[src/rtl/imm_gen_stage.sv]
// imm_gen_stage: RISC-V immediate extraction plus pc+imm target behind a two-entry skid buffer
module imm_gen_stage #(
  parameter int XLEN = 32
) (
  input  logic            clk,
  input  logic            rst,
  input  logic            flush,
  input  logic            in_valid,
  output logic            in_ready,
  input  logic [31:0]     in_instr,
  input  logic [2:0]      in_extop,
  input  logic [XLEN-1:0] in_pc,
  output logic            out_valid,
  input  logic            out_ready,
  output logic [XLEN-1:0] out_imm,
  output logic [XLEN-1:0] out_target,
  output logic [XLEN-1:0] out_pc,
  output logic            out_err
);
  if (XLEN != 32 && XLEN != 64) begin : g_bad_xlen
    $error("imm_gen_stage: XLEN must be 32 or 64");
  end
  typedef struct packed {
    logic [XLEN-1:0] imm;
    logic [XLEN-1:0] target;
    logic [XLEN-1:0] pc;
    logic            err;
  } entry_t;
  typedef enum logic [1:0] {EMPTY, ONE, FULL} state_t;
  state_t state_q, state_d;
  entry_t head_q, head_d, skid_q, skid_d, new_e;
  logic [XLEN-1:0] imm;
  logic err, acc, xfer, unused;
  assign unused = ^in_instr[6:0];
  always_comb begin
    imm = '0;
    err = 1'b0;
    case (in_extop)
      3'd0: imm = XLEN'($signed(in_instr[31:20]));
      3'd1: imm = XLEN'($signed({in_instr[31:12], 12'b0}));
      3'd2: imm = XLEN'($signed({in_instr[31:25], in_instr[11:7]}));
      3'd3: imm = XLEN'($signed({in_instr[31], in_instr[7], in_instr[30:25], in_instr[11:8], 1'b0}));
      3'd4: imm = XLEN'($signed({in_instr[31], in_instr[19:12], in_instr[20], in_instr[30:21], 1'b0}));
      3'd5: imm = XLEN'(in_instr[19:15]);
      3'd6: begin
        imm = XLEN == 64 ? XLEN'(in_instr[25:20]) : XLEN'(in_instr[24:20]);
        err = XLEN == 32 && in_instr[25];
      end
      default: err = 1'b1;
    endcase
  end
  assign new_e = '{imm: imm, target: in_pc + imm, pc: in_pc, err: err};
  assign acc   = in_valid && in_ready && !flush;
  assign xfer  = out_valid && out_ready && !flush;
  // head always feeds the outputs; skid only fills when head is stalled
  always_comb begin
    state_d = state_q;
    head_d  = head_q;
    skid_d  = skid_q;
    case (state_q)
      EMPTY: if (acc) begin
        state_d = ONE;
        head_d  = new_e;
      end
      ONE: begin
        if (acc && xfer) head_d = new_e;
        else if (acc) begin
          state_d = FULL;
          skid_d  = new_e;
        end else if (xfer) state_d = EMPTY;
      end
      FULL: if (xfer) begin
        state_d = ONE;
        head_d  = skid_q;
      end
      default: state_d = EMPTY;
    endcase
    if (flush) state_d = EMPTY;
  end
  always_ff @(posedge clk or posedge rst) begin
    if (rst) begin
      state_q <= EMPTY;
      head_q  <= '0;
      skid_q  <= '0;
    end else begin
      state_q <= state_d;
      head_q  <= head_d;
      skid_q  <= skid_d;
    end
  end
  assign out_valid  = state_q != EMPTY;
  assign in_ready   = state_q != FULL;
  assign out_imm    = head_q.imm;
  assign out_target = head_q.target;
  assign out_pc     = head_q.pc;
  assign out_err    = head_q.err;
endmodule

[config.mk]
export PLATFORM = sky130hd
export DESIGN_NAME = imm_gen_stage
export DESIGN_NICKNAME = d
export VERILOG_FILES = /design/src/rtl/imm_gen_stage.sv
export SDC_FILE = /design/constraint.sdc
export NUM_CORES = 1
export LEC_CHECK = 0
export ABC_CLOCK_PERIOD_IN_PS = 6700
export BUFFER_PORTS_ARGS = -buffer_cell sky130_fd_sc_hd__buf_2
export CAP_MARGIN = 5
export CORE_MARGIN = 2
export CORE_UTILIZATION = 50
export CTS_CLUSTER_DIAMETER = 200
export DETAILED_ROUTE_END_ITERATION = 16
export PLACE_DENSITY_LB_ADDON = 0.15
export SYNTH_ARGS = -nofsm -noshare
export SYNTH_HDL_FRONTEND = slang
export SYNTH_SLANG_ARGS = --single-unit
[constraint.sdc]
create_clock -name clk -period 6.7 [get_ports clk]
set_clock_uncertainty 0.2 [all_clocks]
set_input_delay 0.335 -clock clk [delete_from_list [all_inputs] [get_ports clk]]
set_output_delay 0.335 -clock clk [all_outputs]
set_load 0.01 [all_outputs]
* Yosys cells after proc, flatten, opt, wreduce, memory -nomap -nowiden
Index checks and enable logic that the tools add are counted.
Cells by class: add/subtract/negate cells 1, bitwise gates (word level) 1, eq/ne operators 16, $mul 0, magnitude comparators 0, shift-type cells 0, reduce and logical (&&, ||, !) cells 14, muxes and demuxes 13, div/mod/pow operators 0
Operator list (count):
- $mux W97 | 3
- $pmux W97 S3 | 1
- $pmux W32 S7 | 1
- $add A32 B32 Y32 | 1
- $mux W2 | 6
- $eq A3 B3 Y1 const B | 3
- $ne A3 B3 Y1 const B | 3
- $ne A2 B2 Y1 const B | 4
- $reduce_and A4 Y1 | 2
- $eq A3 B2 Y1 const B | 2
- $pmux W2 S3 | 1
- $reduce_or A6 Y1 | 1
- $logic_and A1 B1 Y1 | 5
- $ne A4 B4 Y1 const B | 1
- $eq A3 B1 Y1 const B | 1
- $logic_not A3 Y1 | 1
- $reduce_and A3 Y1 | 1
- $reduce_bool A3 Y1 | 1
- $eq A2 B1 Y1 const B | 1
- $eq A2 B2 Y1 const B | 1
- $logic_not A2 Y1 | 1
- $pmux W1 S2 | 1
- $reduce_bool A2 Y1 | 1
- $logic_not A1 Y1 | 1
- $not A1 Y1 | 1
Storage, ports and cells: bits in latches 0, memories 0, logic and storage cells 54, ROM bits 0, output and inout port bits 99, bits in writable memories 0, register bits 196, bits of input ports 72

* Logic depth before layout (Yosys ltp)
depth after elaboration 8, depth in mapped cells 17, gate-level depth less buffers 16

* Worst setup path before layout
Ideal clock, no wire load.
path type input -> register, start point in in_extop[0], end point reg head_q (netlist bit out_target[30]), required time 6375 ps, path slack 3162 ps, data arrival time 3213 ps, cell stages on the path 14, path through clkbuf_1 buf_1 o21ai_0 a222oi_1 inv_1 ha_1 nor2b_1 o2111ai_1 a211oi_2 a311o_1 a31o_2 a31oi_2 xor2_1 o21ai_1
On the way: word-level cells in the longest chain between the ends 5, elaborated cells on any way between the ends 12
RTL lines:
- start: declaration | RTL line 11 | input logic [2:0] in_extop,
- $eq A3 B3 Y1 (tied with other cells) | RTL line 38 | case (in_extop)
- $pmux W32 S7 * | RTL line 38
- net imm[2] | RTL line 32 | logic [XLEN-1:0] imm;
- $add A32 B32 Y32 * | RTL line 52 | assign new_e = '{imm: imm, target: in_pc + imm, pc: in_pc, err: err};
- $mux W97 (on tied branches) | RTL line 66, 61
- $pmux W97 S3 * | RTL line 60 | case (state_q)
- end signal: assignment | RTL line 83 | head_q <= '0;
- end signal: assignment | RTL line 87 | head_q <= head_d;
- end: declaration | RTL line 31 | entry_t head_q, head_d, skid_q, skid_d, new_e;
Mark *: on every way through the listed nets, which the timed path passes. The rest lies on a longest branch. The select of a mux whose other input is x is not followed. A chain may end at the register's enable or synchronous reset.

* Worst setup path in the final report
start point in in_extop[1], end point reg head_q (netlist bit out_target[29])
Same word-level chain as after synthesis.

==> reports/summary.md <==
- **maximum clock rate** 260 MHz
- **slack of the worst reg-to-reg path** 3.56 ns
- **via count of the first global-routing pass** 8363
- **DRC violation count after routing** 0
- **slew at the pin closest to its max-slew limit** 0.972 ns
- **die span in y** 146 µm
- **max-capacitance violation count** 0
- **total iterations of the first detailed-routing run** 4
- **Finished Core Util** 0.600
- **placeable core region** 20000 µm²
- **kind of start point of the critical path** input pin
- **cts bufs inserted** 17
- **maximum ir drop on the vdd rail** 0.195 mV
- **worst hold start** in_instr[29]
- **start-to-end type of the worst setup path** input pin to register
- **layout cells sized above 1** 0.160
- **Setup Viol. Count Final** 0
- **Initial Util** 0.506
- **Final Hold Violating Endpoints** 0
- **count of H-tree levels built during CTS** 4
- **internal power** 2.30 mW
- **library cell used as clock root buffer** clkbuf_16
- **ys async rst share** 1.00
- **worst path arrival time** 3.96 ns
- **WHS Path Cells** 3
- **post-layout power** 3.47 mW
- **Reg clk slew, reported paths** 0.08 ns
- **Sw Ratio** 0.336
- **Logic pwr share** 0.250
- **worst min-delay path category** input pin to register
- **final wirelength** 27.8 mm
- **most common flop cell mapped by yosys** dfrtp_1
- **RSZ-0062 raised after global routing** false
- **number of diodes** 0
- **CTS tree** built
- **placer's final routability congestion estimate** 0.928
- **starting DRC count in detailed routing** 580
- **number of enable flip-flop cells after synthesis** 0
- **sequential-to-total area share from yosys stat** 0.484
- **Total Routing Usage GR** 0.264
- **overall die width** 146 µm
- **maximum number of pins on one net before global-route repair** 126
- **placed standard-cell area** 11100 µm²
- **Power Dens Cells** 289 nW/µm²
- **net count of the mapped netlist** 1333
- **clock latency at the later pin of the worst-skew pair** 0.44 ns
- **clock share of power** 0.286
- **number of vias after detailed routing** 8946
- **worst reg2reg path endpoint** out_target[25]
- **synthesized instance count** 1229
- **status** finished, final reports clean
- **final global-route overflow total** 0
- **TNS Setup** 0 ns
- **Post-Synthesis Mean Instance Area** 8.24 µm²
- **area enclosed by the die boundary** 21400 µm²
- **post-detailed-route via-to-cell ratio** 5.38
- **Worst Setup End Kind** register
- **count of different cell masters after synthesis** 57
- **Tmin final** 3.85 ns
- **Period Utilization, post-route** 0.574
- **number of pins exceeding their max-slew limit in the final report** 0
- **data required time at the worst endpoint** 6.81 ns
- **worst slew margin relative to its limit** 0.352
- **total non-filler cell area in the finished layout** 12000 µm²
- **number of warnings issued by yosys** 0
- **antenna violations before repair** 0
- **Net Switching** 1.17 mW
- **Hold Path End** skid_q[74]
- **count of buffers from port buffering** 163
- **relative area change from synthesis to final layout** 18.6%
- **Clock Path Buffers** 2
- **worst reg-to-reg path cell count** 6
- **critical register-to-register path startpoint** state_q[1]
- **number of flip-flops and latches in the synthesized netlist** 196
- **final antenna-violating net count** 0
- **count of pins on the block boundary** 171
- **number of core rows** 52
- **mean routed wirelength per cell** 16.7 µm
- **global-route wire length before repair** 44.8 mm
- **clock sinks** 196
- **HPWL reported at the end of detailed placement** 19.2 mm
- **fraction of power consumed by sequential logic** 0.464
- **top fanout value on the critical path** 18
- **number of nets at the end of the flow** 1484
- **cell area after synthesis** 10100 µm²
- **static leakage** 6.00 nW
## critical path, cell delays in order
cell and delay, ns:
buf_2 0.28, nand2b_1 0.19, a21boi_1 0.48, and2_1 0.42
a21oi_1 0.12, inv_1 0.16, ha_1 0.35, a21oi_1 0.26
o21ai_0 0.18, a31oi_1 0.25, o21ai_0 0.13, a21o_1 0.20
a41oi_1 0.25, xor2_1 0.24, o21ai_1 0.10
## layer usage
metal / track usage / share of wire / up-vias
li1: - / - / 4448
met1: 0.373 / 0.46 / 4265
met2: 0.431 / 0.48 / 201
met3: 0.0347 / 0.042 / 32
met4: 0.0757 / 0.017 / 0
met5: 0 / 0 / -
## sequential cells by signal, indices dropped and copies added (netlist names)
signal      flops
out_err         1
out_pc         32
out_imm        32
out_target     32
state_q         2
skid_q         97
## Yosys cell counts (3+ instances only)
cell	instances	area share
nand2_1	343	0.13
dfrtp_1	196	0.48
o21ai_0	113	0.056
a21oi_1	111	0.055
nor2_1	95	0.035
clkbuf_1	70	0.026
a31oi_1	48	0.030
inv_1	43	0.016
ha_1	31	0.038
xnor2_1	19	0.016
nor2b_1	15	0.0093
and3_1	14	0.0086
o21ai_1	14	0.0069
a21o_1	13	0.0096
xor2_1	12	0.010
nor3_1	11	0.0054
o21a_1	8	0.0059
nand4_1	5	0.0031
o21bai_1	5	0.0037
a222oi_1	4	0.0040
and2_1	4	0.0025
nand2b_1	4	0.0025
o211ai_1	4	0.0030
buf_1	3	0.0011
nand3_1	3	0.0015
## power groups by stage
stage / logic [mW] / clock network [mW] / registers (mW)
final: 0.866 / 0.993 / 1.61
after global routing: 0.975 / 1.06 / 1.65
after CTS: 0.872 / 1.00 / 1.61
after detailed placement: 0.851 / 0 / 1.63
after global placement: 0.835 / 0 / 1.62
after floorplan: 0.498 / 0 / 1.66
## layout by cell type, fill, tap and decap left out, types with 3 or more instances in the layout
master / synthesis / routed
nand4_1: 5 / 5
and3_1: 14 / 14
clkbuf_16: 0 / 17
o21bai_1: 5 / 5
buf_4: 0 / 8
clkinvlp_4: 0 / 4
ha_1: 31 / 31
inv_1: 43 / 42
o21ai_1: 14 / 14
o211ai_1: 4 / 4
and2_1: 4 / 4
inv_8: 0 / 3
inv_6: 0 / 4
xnor2_1: 19 / 19
nor3_1: 11 / 10
nand2b_1: 4 / 4
o21ai_0: 113 / 113
o21a_1: 8 / 8
nor2_1: 95 / 95
a21oi_1: 111 / 110
a31oi_1: 48 / 48
dfrtp_1: 196 / 196
xor2_1: 12 / 12
nand3_1: 3 / 3
a21o_1: 13 / 12
a222oi_1: 4 / 4
buf_2: 2 / 163
nand2_1: 343 / 343
clkinv_4: 0 / 3
nor2b_1: 15 / 14
dlygate4sd3_1: 0 / 36
## logic make-up after synthesis
logic type / count (synthesis) / synth area share
AND/OR/NAND/NOR: 501 / 0.200
AO/OA/AOI/OAI: 348 / 0.202
flip-flops: 196 / 0.484
buffers and inverters: 118 / 0.0440
adder cells (fa/ha/maj): 32 / 0.0403
XOR/XNOR: 31 / 0.0268
multiplexers: 3 / 0.00309
## how the worst max path moves through the flow
stage                     start        endpoint  slack [ns]  cells after the start
floorplan                   rst         out_err        0.82                      1
global placement    in_extop[1]      skid_q[62]        2.54                     15
detailed placement  in_extop[1]  out_target[29]        2.50                     15
CTS                 in_extop[1]      skid_q[62]        2.96                     15
global route        in_extop[0]      skid_q[62]        2.62                     13
finish              in_extop[1]  out_target[29]        2.85                     15
## layout make-up
class,instances,area [µm²]
timing repair buffer,207,1240
clock inverter,14,119
sequential,196,4900
multi-input combinational,915,4810
tap,270,338
clock buffer,18,439
fill,1833,8020
inverter,43,169
## through the flow
step | setup WS (ns) | hold WS [ns] | cells
floorplan | 0.824 | 0.201 | 1229
global placement | 2.54 | 0.256 | 1595
detailed placement | 2.50 | 0.262 | 1595
CTS | 2.96 | 0.0513 | 1663
global route | 2.62 | 0.0594 | 1663
finish | 2.85 | 0.0646 | 1663
## timing repair
item,CTS,global route
gates resized for setup,0,0
hold endpoints to repair,185,0
endpoints found under the setup margin,0,0
buffers inserted,0,0
hold buffers,36,0
No activity file was read; power rests on OpenSTA's default activity.
